<file path="config.mk">
export PLATFORM = sky130hd
export DESIGN_NAME = alu_uart_ctrl
export DESIGN_NICKNAME = d
export VERILOG_FILES = /design/src/rtl/alu_uart_ctrl_pkg.sv /design/src/rtl/alu_uart_ctrl.sv
export SDC_FILE = /design/constraint.sdc
export NUM_CORES = 1
export LEC_CHECK = 0
export CAP_MARGIN = 0
export CORE_MARGIN = 5
export CORE_UTILIZATION = 25
export DETAILED_ROUTE_END_ITERATION = 16
export PLACE_DENSITY = 0.53
export SLEW_MARGIN = 20
export SYNTH_ARGS = -nofsm -noshare
export SYNTH_HDL_FRONTEND = slang
export SYNTH_SLANG_ARGS = --single-unit
</file>
<file path="constraint.sdc">
create_clock -name i_clock -period 1.4 [get_ports i_clock]
set_input_delay 0.42 -clock i_clock [delete_from_list [all_inputs] [get_ports i_clock]]
set_output_delay 0.42 -clock i_clock [all_outputs]
set_load 0.05 [all_outputs]
</file>
<file path="src/rtl/alu_uart_ctrl_pkg.sv">
// Shared definitions for the ALU/UART controller, the ALU and the benches.
//   - ALU opcode encodings (low 6 bits of the opcode byte)
//   - controller state encoding
//   - op_valid(): accepts an opcode byte only if [7:6]=00 and [5:0] is a known op
package alu_uart_ctrl_pkg;

    localparam logic [5:0] OP_ADD = 6'b100000;
    localparam logic [5:0] OP_SUB = 6'b100010;
    localparam logic [5:0] OP_AND = 6'b100100;
    localparam logic [5:0] OP_OR  = 6'b100101;
    localparam logic [5:0] OP_XOR = 6'b100110;
    localparam logic [5:0] OP_SRA = 6'b000011;
    localparam logic [5:0] OP_SRL = 6'b000010;
    localparam logic [5:0] OP_NOR = 6'b100111;

    typedef enum logic [2:0] {
        RX_A     = 3'd0,
        RX_B     = 3'd1,
        RX_OP    = 3'd2,
        EXEC     = 3'd3,
        TX_RES   = 3'd4,
        WAIT_RES = 3'd5,
        TX_FLG   = 3'd6,
        WAIT_FLG = 3'd7
    } state_t;

    function automatic logic op_valid(input logic [7:0] i_byte);
        if (i_byte[7:6] != 2'b00) begin
            return 1'b0;
        end
        case (i_byte[5:0])
            OP_ADD, OP_SUB, OP_AND, OP_OR,
            OP_XOR, OP_SRA, OP_SRL, OP_NOR: return 1'b1;
            default:                        return 1'b0;
        endcase
    endfunction

endpackage

</file>
<file path="src/rtl/alu_uart_ctrl.sv">
// Sequencer between a UART receiver/transmitter and an ALU.
// Receives A, B and an opcode byte, waits for the ALU, then transmits the
// result byte followed by a flag byte {6'b0, ovf, zero}.
//
// Ports:
//   i_clock, i_reset          clock, synchronous active-high reset
//   i_rx_data, i_rx_done      received byte + one-cycle valid pulse
//   o_alu_A, o_alu_B, o_alu_Op registered ALU operands / opcode
//   i_alu_Result, i_ovf_flag, i_zero_flag   ALU outputs
//   o_tx_data, o_tx_start     byte to transmitter + one-cycle start pulse
//   i_tx_done                 transmitter finished pulse
//   o_busy                    high in every state except RX_A
//   o_drop                    one-cycle pulse: received byte discarded
//
// state    | meaning
// ---------+-----------------------------------------------------------
// RX_A     | idle, waiting for operand A
// RX_B     | waiting for operand B
// RX_OP    | waiting for a valid opcode byte (invalid ones are dropped)
// EXEC     | down-counting ALU_LAT..0, capture ALU outputs at zero
// TX_RES   | result byte on o_tx_data, o_tx_start high this cycle
// WAIT_RES | holding result byte until i_tx_done
// TX_FLG   | flag byte on o_tx_data, o_tx_start high this cycle
// WAIT_FLG | holding flag byte until i_tx_done
module alu_uart_ctrl
    import alu_uart_ctrl_pkg::*;
#(
    parameter int N       = 8,
    parameter int NSel    = 6,
    parameter int ALU_LAT = 1
) (
    input  logic            i_clock,
    input  logic            i_reset,
    input  logic [7:0]      i_rx_data,
    input  logic            i_rx_done,
    output logic [N-1:0]    o_alu_A,
    output logic [N-1:0]    o_alu_B,
    output logic [NSel-1:0] o_alu_Op,
    input  logic [N-1:0]    i_alu_Result,
    input  logic            i_ovf_flag,
    input  logic            i_zero_flag,
    output logic [7:0]      o_tx_data,
    output logic            o_tx_start,
    input  logic            i_tx_done,
    output logic            o_busy,
    output logic            o_drop
);

    localparam int CW = $clog2(ALU_LAT + 1) + 1;

    state_t          r_state;
    logic [CW-1:0]   r_cnt;
    logic [N-1:0]    r_alu_A;
    logic [N-1:0]    r_alu_B;
    logic [NSel-1:0] r_alu_Op;
    logic [7:0]      r_tx_data;
    logic            r_tx_start;
    logic            r_busy;
    logic            r_drop;
    logic            r_ovf;
    logic            r_zero;

    // The captured result lives directly in r_tx_data: it is zero-extended
    // and loaded on the same edge that enters TX_RES, so the start pulse and
    // the result byte appear together during the TX_RES cycle. This gives a
    // last-rx-byte to o_tx_start turnaround of ALU_LAT+2 cycles.
    always_ff @(posedge i_clock) begin
        if (i_reset) begin
            r_state    <= RX_A;
            r_cnt      <= '0;
            r_alu_A    <= '0;
            r_alu_B    <= '0;
            r_alu_Op   <= '0;
            r_tx_data  <= '0;
            r_tx_start <= 1'b0;
            r_busy     <= 1'b0;
            r_drop     <= 1'b0;
            r_ovf      <= 1'b0;
            r_zero     <= 1'b0;
        end else begin
            r_tx_start <= 1'b0;
            r_drop     <= 1'b0;
            case (r_state)
                RX_A: begin
                    if (i_rx_done) begin
                        r_alu_A <= i_rx_data[N-1:0];
                        r_busy  <= 1'b1;
                        r_state <= RX_B;
                    end
                end
                RX_B: begin
                    if (i_rx_done) begin
                        r_alu_B <= i_rx_data[N-1:0];
                        r_state <= RX_OP;
                    end
                end
                RX_OP: begin
                    if (i_rx_done) begin
                        if (op_valid(i_rx_data)) begin
                            r_alu_Op <= NSel'(i_rx_data[5:0]);
                            r_cnt    <= CW'(ALU_LAT);
                            r_state  <= EXEC;
                        end else begin
                            r_drop <= 1'b1;
                        end
                    end
                end
                EXEC: begin
                    r_drop <= i_rx_done;
                    if (r_cnt == '0) begin
                        r_tx_data  <= 8'(i_alu_Result);
                        r_ovf      <= i_ovf_flag;
                        r_zero     <= i_zero_flag;
                        r_tx_start <= 1'b1;
                        r_state    <= TX_RES;
                    end else begin
                        r_cnt <= r_cnt - 1'b1;
                    end
                end
                TX_RES: begin
                    r_drop  <= i_rx_done;
                    r_state <= WAIT_RES;
                end
                WAIT_RES: begin
                    r_drop <= i_rx_done;
                    if (i_tx_done) begin
                        r_tx_data  <= {6'b0, r_ovf, r_zero};
                        r_tx_start <= 1'b1;
                        r_state    <= TX_FLG;
                    end
                end
                TX_FLG: begin
                    r_drop  <= i_rx_done;
                    r_state <= WAIT_FLG;
                end
                WAIT_FLG: begin
                    r_drop <= i_rx_done;
                    if (i_tx_done) begin
                        r_busy  <= 1'b0;
                        r_state <= RX_A;
                    end
                end
                default: begin
                    r_busy  <= 1'b0;
                    r_state <= RX_A;
                end
            endcase
        end
    end

    assign o_alu_A    = r_alu_A;
    assign o_alu_B    = r_alu_B;
    assign o_alu_Op   = r_alu_Op;
    assign o_tx_data  = r_tx_data;
    assign o_tx_start = r_tx_start;
    assign o_busy     = r_busy;
    assign o_drop     = r_drop;

endmodule

</file>
* Word level (Yosys, flattened, before mapping)
Index checks and enable logic that the tools add are counted.
** Storage, ports and cells
- Register bits :: 40
- Output and inout bits :: 33
- Input port bits :: 22
- RAM bits :: 0
- Word-level logic and storage cells :: 85
- Memories kept :: 0
- Latch bits :: 0
- ROM bits :: 0
** Operators by class
- $add $sub $neg :: 1
- Multiply operators :: 0
- Bitwise gates (word level) :: 0
- Magnitude comparators :: 0
- Shift-type cells :: 0
- Reductions and logical operators :: 16
- Multiplexer cells :: 34
- Eq/ne operators :: 23
- Div/mod/pow operators :: 0
** Operator list (number)
- equality test 6 bit (second input constant) :: 6
- case mux 3 bit (8 select lines) :: 1
- two-way mux 3 bit :: 7
- two-way mux 1 bit :: 16
- two-way mux 8 bit :: 2
- != test 2 bit (second input constant) :: 8
- case mux 8 bit (2 select lines) :: 1
- equality test 3 bit (second input constant) :: 4
- equality test 6 x 2 -> 1 bit (second input constant) :: 2
- AND reduction 3 bit :: 3
- nonzero test 2 bit :: 4
- OR reduction 8 bit :: 1
- AND reduction 7 bit :: 1
- equality test 3 x 2 -> 1 bit (second input constant) :: 2
- two-way mux 2 bit :: 3
- case mux 1 bit (2 select lines) :: 3
- AND reduction 2 bit :: 3
- OR reduction 5 bit :: 1
- case mux 2 bit (2 select lines) :: 1
- AND reduction 4 bit :: 1
- equality test 3 x 1 -> 1 bit (second input constant) :: 1
- logical NOT 3 bit :: 1
- logical NOT 2 bit :: 1
- subtractor 2 x 1 -> 2 bit (second input constant) :: 1

* Depth between registers and ports, before layout
Gate-level depths: netlist of the first run.
- Depth in word-level cells :: 12
- Gate-level depth with buffers :: 6
- Mapped depth without buffers :: 5

* Worst setup path before layout of the first run
Ideal clock, no wire load.
- Path type :: reg2reg
- From :: register r_cnt[0]
- To :: register r_state[1]
- Stages on the path, launching flop included :: 6
- Data arrival time :: 1.333 ns
- Library setup time :: 0.121 ns
- Period minus slack after synthesis :: 1.454 ns
- Data required time :: 1.279 ns
- Slack :: -0.054 ns
- Buffers on the path :: 0
- Cell sequence :: dfxtp_1 > inv_1 > ha_1 > mux2_4 > o211a_1 > mux2_4
** On the way
- Longest elaborated chain between the ends :: 3
** RTL lines
- start, declared :: RTL line alu_uart_ctrl.sv:52 : logic [CW-1:0] r_cnt;
- start signal, assigned :: RTL line alu_uart_ctrl.sv:101 : r_cnt <= CW'(ALU_LAT);
- start signal, assigned :: RTL line alu_uart_ctrl.sv:117 : r_cnt <= r_cnt - 1'b1;
- logical NOT 2 bit :: RTL line alu_uart_ctrl.sv:110 : if (r_cnt == '0) begin
- != test 2 bit (no source line)
- AND reduction 7 bit (no source line)
- end signal, assigned :: RTL line alu_uart_ctrl.sv:115 : r_state <= TX_RES;
- end signal, assigned :: RTL line alu_uart_ctrl.sv:122 : r_state <= WAIT_RES;
- end signal, assigned :: RTL line alu_uart_ctrl.sv:129 : r_state <= TX_FLG;
- end, declared :: RTL line alu_uart_ctrl.sv:51 : state_t r_state;
Every way passes these cells.
A chain may end at the register's enable or synchronous reset.

* Worst setup path in the final report of the first run
Ends and elaborated chain as after synthesis.

==> results of run 1 <==
==> synth_stat cells (all sizes together) <==
cell type and n:
nor4b 1, a211oi 2, nand3b 2, inv 4, nor3 1, or2b 1
nand2 28, mux2 2, or4b 1, and4b 1, o2111ai 1, buf 10
nor4 1, nand2b 8, o221a 1, and4bb 3, clkbuf 3, o211a 1
nand3 8, o21bai 1, nor3b 3, nand4b 2, nor2b 3, ha 1
o211ai 1, a22o 1, or2 1, a31o 2, o31a 1, mux2i 14
dfxtp 40, a21oi 22, o2111a 1, nor2 12
==> kinds of logic (layout without fill, tap and decap cells) <==
family / count (synthesis) / after routing / synth area share
buffers and inverters: 17 / 104 / 0.05713
DFF: 40 / 40 / 0.4571
adders and majority gates: 1 / 1 / 0.007142
muxes: 16 / 16 / 0.09714
and+or+nand+nor: 76 / 76 / 0.2578
AOI/OAI and AO/OA: 34 / 34 / 0.1236
==> metrics by stage <==
step | util | power [mW] | setup TNS (ns) | cell area, um^2 | hold WS [ns]
floorplan | - | 1.633 | 0 | 1765 | 0.4357
global placement | 0.4366 | 2.025 | -15.12 | 2967 | 0.4403
detailed placement | 0.4366 | 2.030 | -15.16 | 2967 | 0.4494
CTS | 0.4536 | 2.851 | -0.02670 | 3082 | 0.4612
global route | 0.4552 | 2.939 | -0.06327 | 3093 | 0.4819
finish | 0.4552 | 2.801 | -0.02424 | 3093 | 0.4608
==> power by group through the flow <==
stage | sequential [mW] | combinational (mW) | clock [mW]
final | 1.26 | 0.741 | 0.798
after global routing | 1.27 | 0.789 | 0.879
after CTS | 1.26 | 0.749 | 0.840
after detailed placement | 1.29 | 0.744 | 0
after global placement | 1.29 | 0.739 | 0
after floorplan | 1.41 | 0.222 | 0
==> how the worst min path moves through the flow <==
stage | cells past startpoint | endpoint | slack [ns]
2_1_floorplan | 2 | r_ovf | 0.44
3_3_place_gp | 2 | r_ovf | 0.44
3_5_place_dp | 2 | r_ovf | 0.45
4_1_cts | 2 | r_ovf | 0.46
5_1_grt | 2 | r_zero | 0.48
6_report | 2 | r_zero | 0.46
==> sequential cells by signal (all words and copies together) (netlist names) <==
signal and flops:
o_busy 1, o_alu_Op 6, o_tx_data 8, r_zero 1
r_state 3, o_alu_A 8, o_tx_start 1, o_drop 1
r_cnt 2, o_alu_B 8, r_ovf 1
==> cells in the final DEF (no fill, tap or decap), types with 2 or more instances in the layout <==
cell             synthesis  final
buf_12                   0     35
inv_2                    0      2
a21oi_1                 22     22
mux2_4                   2      2
and4bb_2                 2      2
dfxtp_1                 40     35
nand3_1                  8      8
buf_4                    2     35
nand3b_1                 2      2
inv_1                    4      2
dlygate4sd2_1            0      6
mux2i_1                 14     14
nand2b_1                 8      8
nand2_1                 28     28
dfxtp_2                  0      5
nor3b_1                  3      3
a31o_2                   2      2
clkdlybuf4s50_1          0     12
nor2b_1                  3      2
clkbuf_8                 0      6
nor2_1                  12     12
==> final cells by class <==
| type | instances | area [um^2] | area share |
|---|---|---|---|
| clock buffer | 7 | 86.33 | 0.02791 |
| clock inverter | 1 | 7.507 | 0.002427 |
| inverter | 4 | 15.01 | 0.004854 |
| multi-input combinational | 127 | 882.1 | 0.2852 |
| sequential | 40 | 807.0 | 0.2609 |
| tap | 96 | 120.1 | 0.03883 |
| timing repair buffer | 92 | 1175 | 0.3799 |
==> routing by layer <==
metal  GRT usage  vias up
li1            -      808
met1      0.1208      709
met2      0.1804       39
met3     0.04407        6
met4     0.03249        0
met5           0        -
==> worst min-delay path, cell delays in order, from the launching register on <==
cell and delay [ns]:
dfxtp_1 0.32, nand2_1 0.05, a21oi_1 0.05
==> timing repair <==
action                     4_1_cts  5_1_grt
pin swaps                        7        2
setup buffers                    1        1
hold endpoints to repair         0        0
setup endpoints to repair       36       15
resized for setup               17        6
==> qor.csv, run 1 <==
metric;value;unit
maximum VDD drop;347.5;uV
clock network power share;0.285;
CP delay by family, top;multiplexers;
Routed Wire Length;4463;um
H-Tree Depth;2;
final RePlAce weighted congestion;0.7440;
DR pass1 iterations;4;
reg2reg end;r_state[1];
failing checks;setup timing;
clock-pin slew of the registers on the worst-case setup and hold paths;0.08;ns
Yosys warnings;0;
largest net degree at the start of global routing;26;
sequential element share of the synthesized area;0.4571;
CP Depth;5;
vias in the first global route;1582;
Synth Instances;184;
worst endpoint required time;1.58;ns
initial drt markers;35;
most frequent CP cell;mux2_4;
Site Rows;30;
PnR worst setup slack;-0.02424;ns
worst-skew pair later-pin latency;0.29;ns
Top Layer Used;met4;
die width;93.71;um
WL per Instance;12.16;um
status;finished with violations;
IO buf count;54;
clk root buf;clkbuf_8;
Initial Util;0.2578;
Hold Path Class;flop to flop;
ANT cells;0;
vias;1562;
max-slew violation count;0;
first-pass GRT wire length;7396;um
Seq pwr share;0.450;
RSZ-0062 raised after global routing;yes;
fraction of layout cells with a size suffix above 1;0.3764;
Crit Path Category;flop to flop;
Setup Viol. Count Final;1;
non-filler instance count after layout;367;
routed wl met3;330;um
hold buffer count at CTS;0;
post-synth top area cell;dfxtp_1;
switching fraction of total power;0.2919;
Leak;1.228;nW
DP Cell Count;357;
crit path to;r_state[1];
CP max stage cell;dfxtp_2;
Post-Syn Area;1752;um^2
Syn Area/Cell;9.520;um^2
minimum clock period after layout;1.424;ns
CP bufs+invs;1;
CP max FO;3;
share of the synthesized area in the top cell type;0.4571;
die area;8781;um^2
die height;93.71;um
Via density;4.256;
Worst Setup End Kind;flop;
maxcap violations;0;
Synth Register Bits;40;
CP peak stage delay;0.33;ns
relative slew slack;0.7936;
Fmax;0.7021;GHz
largest cells by area after synthesis;dfxtp_1 46%, mux2i_1 8.0%, a21oi_1 6.3%, nand2_1 6.0%, nand2b_1 2.9%;
Synth cell types;38;
WL met1;1899;um
Worst Skew;0.006671;ns
CP Data Arrival Time;1.60;ns
CTS sink cnt;40;
reg2reg path depth;5;
FILL cells;653;
total global-route track usage;0.1062;
NetSw;0.8176;mW
Slew @ Worst Pin;0.3083;ns
HP Start;r_zero;
Tcrit/Tclk final;1.017;
WL met2;2187;um
register-to-register setup slack;-0.02;ns
initial antenna violation count;0;
Final Hold Vio Count;0;
crit start category;flop;
Critical Path Source;r_cnt[0];
Int Power;1.984;mW
Core ar.;6794;um^2
Nets;293;
Comb pwr share;0.265;
I/O pin cnt;55;
RR Startpoint;r_cnt[0];
Net Count, Synth;207;
Area Overhead vs Synth;76.57;%
aggregate global routing overflow;0;
post-placement setup slack;-0.5288;ns
number of remaining DRC errors;0;
Num CTS Buffers;5;
CTS tree;built;
PD cells;905.7;nW/um^2
dpl hpwl;3390;um
clk buf depth;2;
Post-DRT Antenna Nets;0;
worst-path cell chain;inv_2 > ha_4 > mux2_4 > o211a_1 > mux2_4;
No activity file was read; power rests on OpenSTA's default activity.
==> run 2, diff against run 1 <==
Settings changed: CAP_MARGIN 0 to unset, RECOVER_POWER set to 50.
==> run 2 against run 1 <==
Effect of this change: the flow still finishes with violations (setup timing); die area stayed put; count of clock-buffer cells in the layout unchanged; worst hold slack got worse by 0.0059 ns; setup slack is essentially flat; clock power hardly changed; cell count did not move; sequential power about the same; final area shrank 12%; power decreased by 3.6%; via count about the same; critical endpoint unchanged; wire length grew 0.85%; utilization decreased by 5.3 points.
==> qor.csv, run 2 (synthesized netlist as in run 1, its figures left out) <==
metric;value;unit
status;finished with violations;
failing checks;setup timing;
Nets;293;
post-placement setup slack;-0.5288;ns
I/O pin cnt;55;
total global-route track usage;0.1062;
Initial Util;0.2578;
DP Area;2967;um^2
final RePlAce weighted congestion;0.7440;
clk buf depth;2;
Hold Path Class;flop to flop;
maximum VDD drop;346.9;uV
HP Start;o_alu_A[6];
clk root buf;clkbuf_8;
vias;1561;
total power;2.701;mW
RSZ-0062 raised after global routing;yes;
Slew @ Worst Pin;0.3083;ns
Post-DRT Antenna Nets;0;
DP Cell Count;357;
Routed Wire Length;4501;um
die area;8781;um^2
Worst Setup End Kind;flop;
Core ar.;6794;um^2
max-slew violation count;0;
final core occ;0.4018;
Num CTS Buffers;5;
CP bufs+invs;1;
leading cell type in the layout, fill and taps excluded;dfxtp_1;
fraction of layout cells with a size suffix above 1;0.3764;
H-Tree Depth;2;
Setup TNS;-0.02424;ns
CP max stage cell;dfxtp_2;
initial drt markers;29;
largest net degree at the start of global routing;26;
die width;93.71;um
most frequent CP cell;mux2_4;
maxcap violations;0;
Setup Viol. Count Final;1;
CTS sink cnt;40;
Final Hold Vio Count;0;
worst-skew pair later-pin latency;0.29;ns
Critical Path Source;r_cnt[0];
Crit Path Category;flop to flop;
number of remaining DRC errors;0;
DR pass1 iterations;4;
die height;93.71;um
Tcrit/Tclk final;1.017;
first-pass GRT wire length;7396;um
minimum clock period after layout;1.424;ns
relative slew slack;0.7936;
CP peak stage delay;0.33;ns
Final Hold Slack;0.4549;ns
CTS tree;built;
non-filler instance count after layout;367;
Leak;1.150;nW
RR Startpoint;r_cnt[0];
CP delay by family, top;multiplexers;
PD cells;989.2;nW/um^2
worst endpoint required time;1.58;ns
aggregate global routing overflow;0;
dpl hpwl;3390;um
Area Overhead vs Synth;55.86;%
IO buf count;54;
most frequent cells in the layout;35 x dfxtp_1, 34 x buf_4, 28 x nand2_1;
initial antenna violation count;0;
Via density;4.253;
ANT cells;0;
design area;2730;um^2
Worst Skew;0.006586;ns
vias in the first global route;1582;
Site Rows;30;
CP max FO;3;
WL per Instance;12.26;um
worst-path cell chain;inv_2 > ha_4 > mux2_4 > o211a_1 > mux2_4;
PnR worst setup slack;-0.02424;ns
Fmax;0.7021;GHz
hold buffer count at CTS;0;
crit start category;flop;
clock-pin slew of the registers on the worst-case setup and hold paths;0.08;ns
CP Data Arrival Time;1.60;ns
## run 2: cell count changes in the layout (fill, tap and decap cells not counted)
| cell | change |
|---|---|
| buf_12 | -24 |
| clkbuf_2 | +14 |
| buf_2 | +11 |
| buf_4 | -1 |
## run 2: path summary, 6_finish.rpt
path | slack [ns] | depth (start not counted) | to
worst max-delay path | -0.02 | 5 | r_state[1]
worst min-delay path | 0.45 | 2 | o_alu_A[6]
worst max register to register | -0.02 | 5 | r_state[1]
worst min register to register | 0.45 | 2 | o_alu_A[6]
## run 2: what timing repair did
item                                    CTS  global route
pin swaps                                 7             2
endpoints found under the setup margin   36            15
buffers inserted                          1             1
resized for setup                        17             6
## run 2: power by group
group          switching, mW  leakage, nW  internal [mW]  total, mW
logic                  0.354        0.778          0.303      0.657
clock network          0.397       0.0445          0.401      0.798
registers             0.0505        0.327           1.20       1.25
total                  0.802         1.15           1.90       2.70
## run 2: cell type report
| class | count | area, um^2 |
|---|---|---|
| Sequential cell | 40 | 807.0 |
| Inverter | 4 | 15.01 |
| Multi-Input combinational cell | 127 | 882.1 |
| Fill cell | 695 | 4064 |
| Clock buffer | 7 | 86.33 |
| Clock inverter | 1 | 7.507 |
| Tap cell | 96 | 120.1 |
| Timing Repair Buffer | 92 | 812.0 |
## run 2: layer usage
metal,up-vias,global-route usage,part of all wire
met5,-,0,0
met4,0,0.03249,0.0098
met3,6,0.04407,0.068
met2,39,0.1804,0.49
met1,708,0.1208,0.44
li1,808,-,-
## run 2: worst min-delay path: stages (launching register included)
cell	delay [ns]
dfxtp_1	0.31
nand2_1	0.05
a21oi_1	0.05
==> run 3, diff against run 2 <==
Settings changed: CORE_MARGIN 5 to 1.
==> run 3 against run 2 <==
Effect of this change: the flow still finishes with violations (setup timing); non-clock buffer count rose by 1; wire length shrank 3.2%; register-to-register slack barely moved; worst hold slack got worse by 0.00083 ns; global-route usage rose by 2.4 points; cell count rose by 0.27%; clock skew about the same; utilization is 0.15 points lower; sequential power is essentially flat; final area down 0.37%; via count fell by 0.83%; highest routed layer unchanged.
==> qor.csv, run 3 (synthesized netlist as in run 1, its figures left out) <==
metric;value;unit
status;finished with violations;
failing checks;setup timing;
worst-path cell chain;inv_2 > ha_4 > mux2_4 > o211a_4 > mux2_4;
maxcap violations;0;
Fmax;0.7080;GHz
vias in the first global route;1567;
design area;2720;um^2
max-slew violation count;0;
PD cells;996.7;nW/um^2
vias;1548;
PnR worst setup slack;-0.01249;ns
die width;85.71;um
Initial Util;0.2578;
Leak;1.147;nW
WL met1;2034;um
largest net degree at the start of global routing;22;
routed wl met3;289;um
die area;7345;um^2
Routed Wire Length;4356;um
CP Data Arrival Time;1.60;ns
number of remaining DRC errors;0;
Critical Path Source;r_cnt[0];
CTS tree;built;
aggregate global routing overflow;0;
fraction of layout cells with a size suffix above 1;0.3787;
crit path to;r_state[1];
Site Rows;30;
RR Startpoint;r_cnt[0];
WL met2;1993;um
Crit Path Category;flop to flop;
RSZ-0062 raised after global routing;yes;
dpl hpwl;3246;um
register-to-register setup slack;-0.01;ns
CP delay by family, top;multiplexers;
CP peak stage delay;0.34;ns
Post-DRT Antenna Nets;0;
Worst Skew;0.007058;ns
initial drt markers;63;
CP bufs+invs;1;
most frequent CP cell;mux2_4;
Via density;4.207;
Final Hold Vio Count;0;
CTS sink cnt;40;
ANT cells;0;
clk buf depth;2;
CP Depth;5;
CP max FO;2;
reg2reg path depth;5;
final core occ;0.4004;
clock-pin slew of the registers on the worst-case setup and hold paths;0.09;ns
relative slew slack;0.8079;
die height;85.71;um
Final Hold Slack;0.4541;ns
most frequent cells in the layout;35 x dfxtp_1, 30 x buf_4, 28 x nand2_1;
DP Area;3019;um^2
total power;2.711;mW
crit start category;flop;
Top Layer Used;met4;
Worst Hold Depth;2;
WL per Instance;11.84;um
first-pass GRT wire length;7493;um
final RePlAce weighted congestion;0.7760;
initial antenna violation count;0;
reg2reg end;r_state[1];
clk root buf;clkbuf_8;
worst endpoint required time;1.59;ns
total global-route track usage;0.1306;
minimum clock period after layout;1.412;ns
Worst Setup End Kind;flop;
Slew @ Worst Pin;0.2893;ns
Hold Path Class;flop to flop;
DR pass1 iterations;4;
CP max stage cell;dfxtp_2;
worst-skew pair later-pin latency;0.29;ns
maximum VDD drop;449.9;uV
Tcrit/Tclk final;1.009;
H-Tree Depth;2;
Num CTS Buffers;5;
Setup Viol. Count Final;1;
Area Overhead vs Synth;55.29;%
Nets;294;
Core ar.;6794;um^2
IO buf count;54;
leading cell type in the layout, fill and taps excluded;dfxtp_1;
I/O pin cnt;55;
## run 3: changes by cell type in the layout (fill, tap and decap cells not counted), sizes merged
cell | previous run | this run
buf | 57 | 62
clkbuf | 22 | 18
clkdlybuf4s50 | 12 | 11
clkinvlp | 1 | 2
## run 3: where the power goes
group,switching [mW],internal (mW),total (mW)
Clock,0.427,0.399,0.826
Sequential,0.0451,1.19,1.24
Combinational,0.355,0.291,0.646
## run 3: worst min path at each step
stage,to,slack [ns],start
6_report,o_alu_A[2],0.45,o_alu_A[2]
5_1_grt,o_alu_A[6],0.47,o_alu_A[6]
4_1_cts,r_zero,0.48,r_zero
3_5_place_dp,r_zero,0.47,r_zero
3_3_place_gp,r_zero,0.45,r_zero
2_1_floorplan,r_ovf,0.44,r_ovf
## run 3: final cells by class
cell class,instances,area (um^2)
clock inverter,2,15.01
timing repair buffer,93,803.3
sequential,40,809.5
multi-input combinational,127,874.6
tap,96,120.1
clock buffer,6,82.58
fill,675,4074
inverter,4,15.01
## run 3: per-stage QoR
step | std cells | worst slack [ns] | TNS (ns)
finish | 368 | -0.01249 | -0.01249
floorplan | 184 | 0.002126 | 0
detailed placement | 359 | -0.5565 | -15.47
global route | 368 | -0.03916 | -0.07884
global placement | 359 | -0.5755 | -16.17
CTS | 367 | -0.02916 | -0.02916
## run 3: layer usage
| layer | GRT usage | vias to the layer above |
|---|---|---|
| met5 | 0 | - |
| met4 | 0.04091 | 0 |
| met3 | 0.05197 | 4 |
| met2 | 0.2095 | 38 |
| met1 | 0.1609 | 695 |
| li1 | - | 811 |
## run 3: what timing repair did
item | 4_1_cts | 5_1_grt
buffers inserted | 0 | 1
pin swaps | 3 | 4
hold buffers | 0 | 0
resized for setup | 15 | 9
endpoints found under the setup margin | 27 | 24
## run 3: worst register-to-register path: cells and delay by family (launching register included)
| kind | cells | cell delay (ns) |
|---|---|---|
| compound gates | 1 | 0.24 |
| fa+ha+maj | 1 | 0.14 |
| buf+inv | 1 | 0.04 |
| flops | 1 | 0.34 |
| mux | 2 | 0.55 |
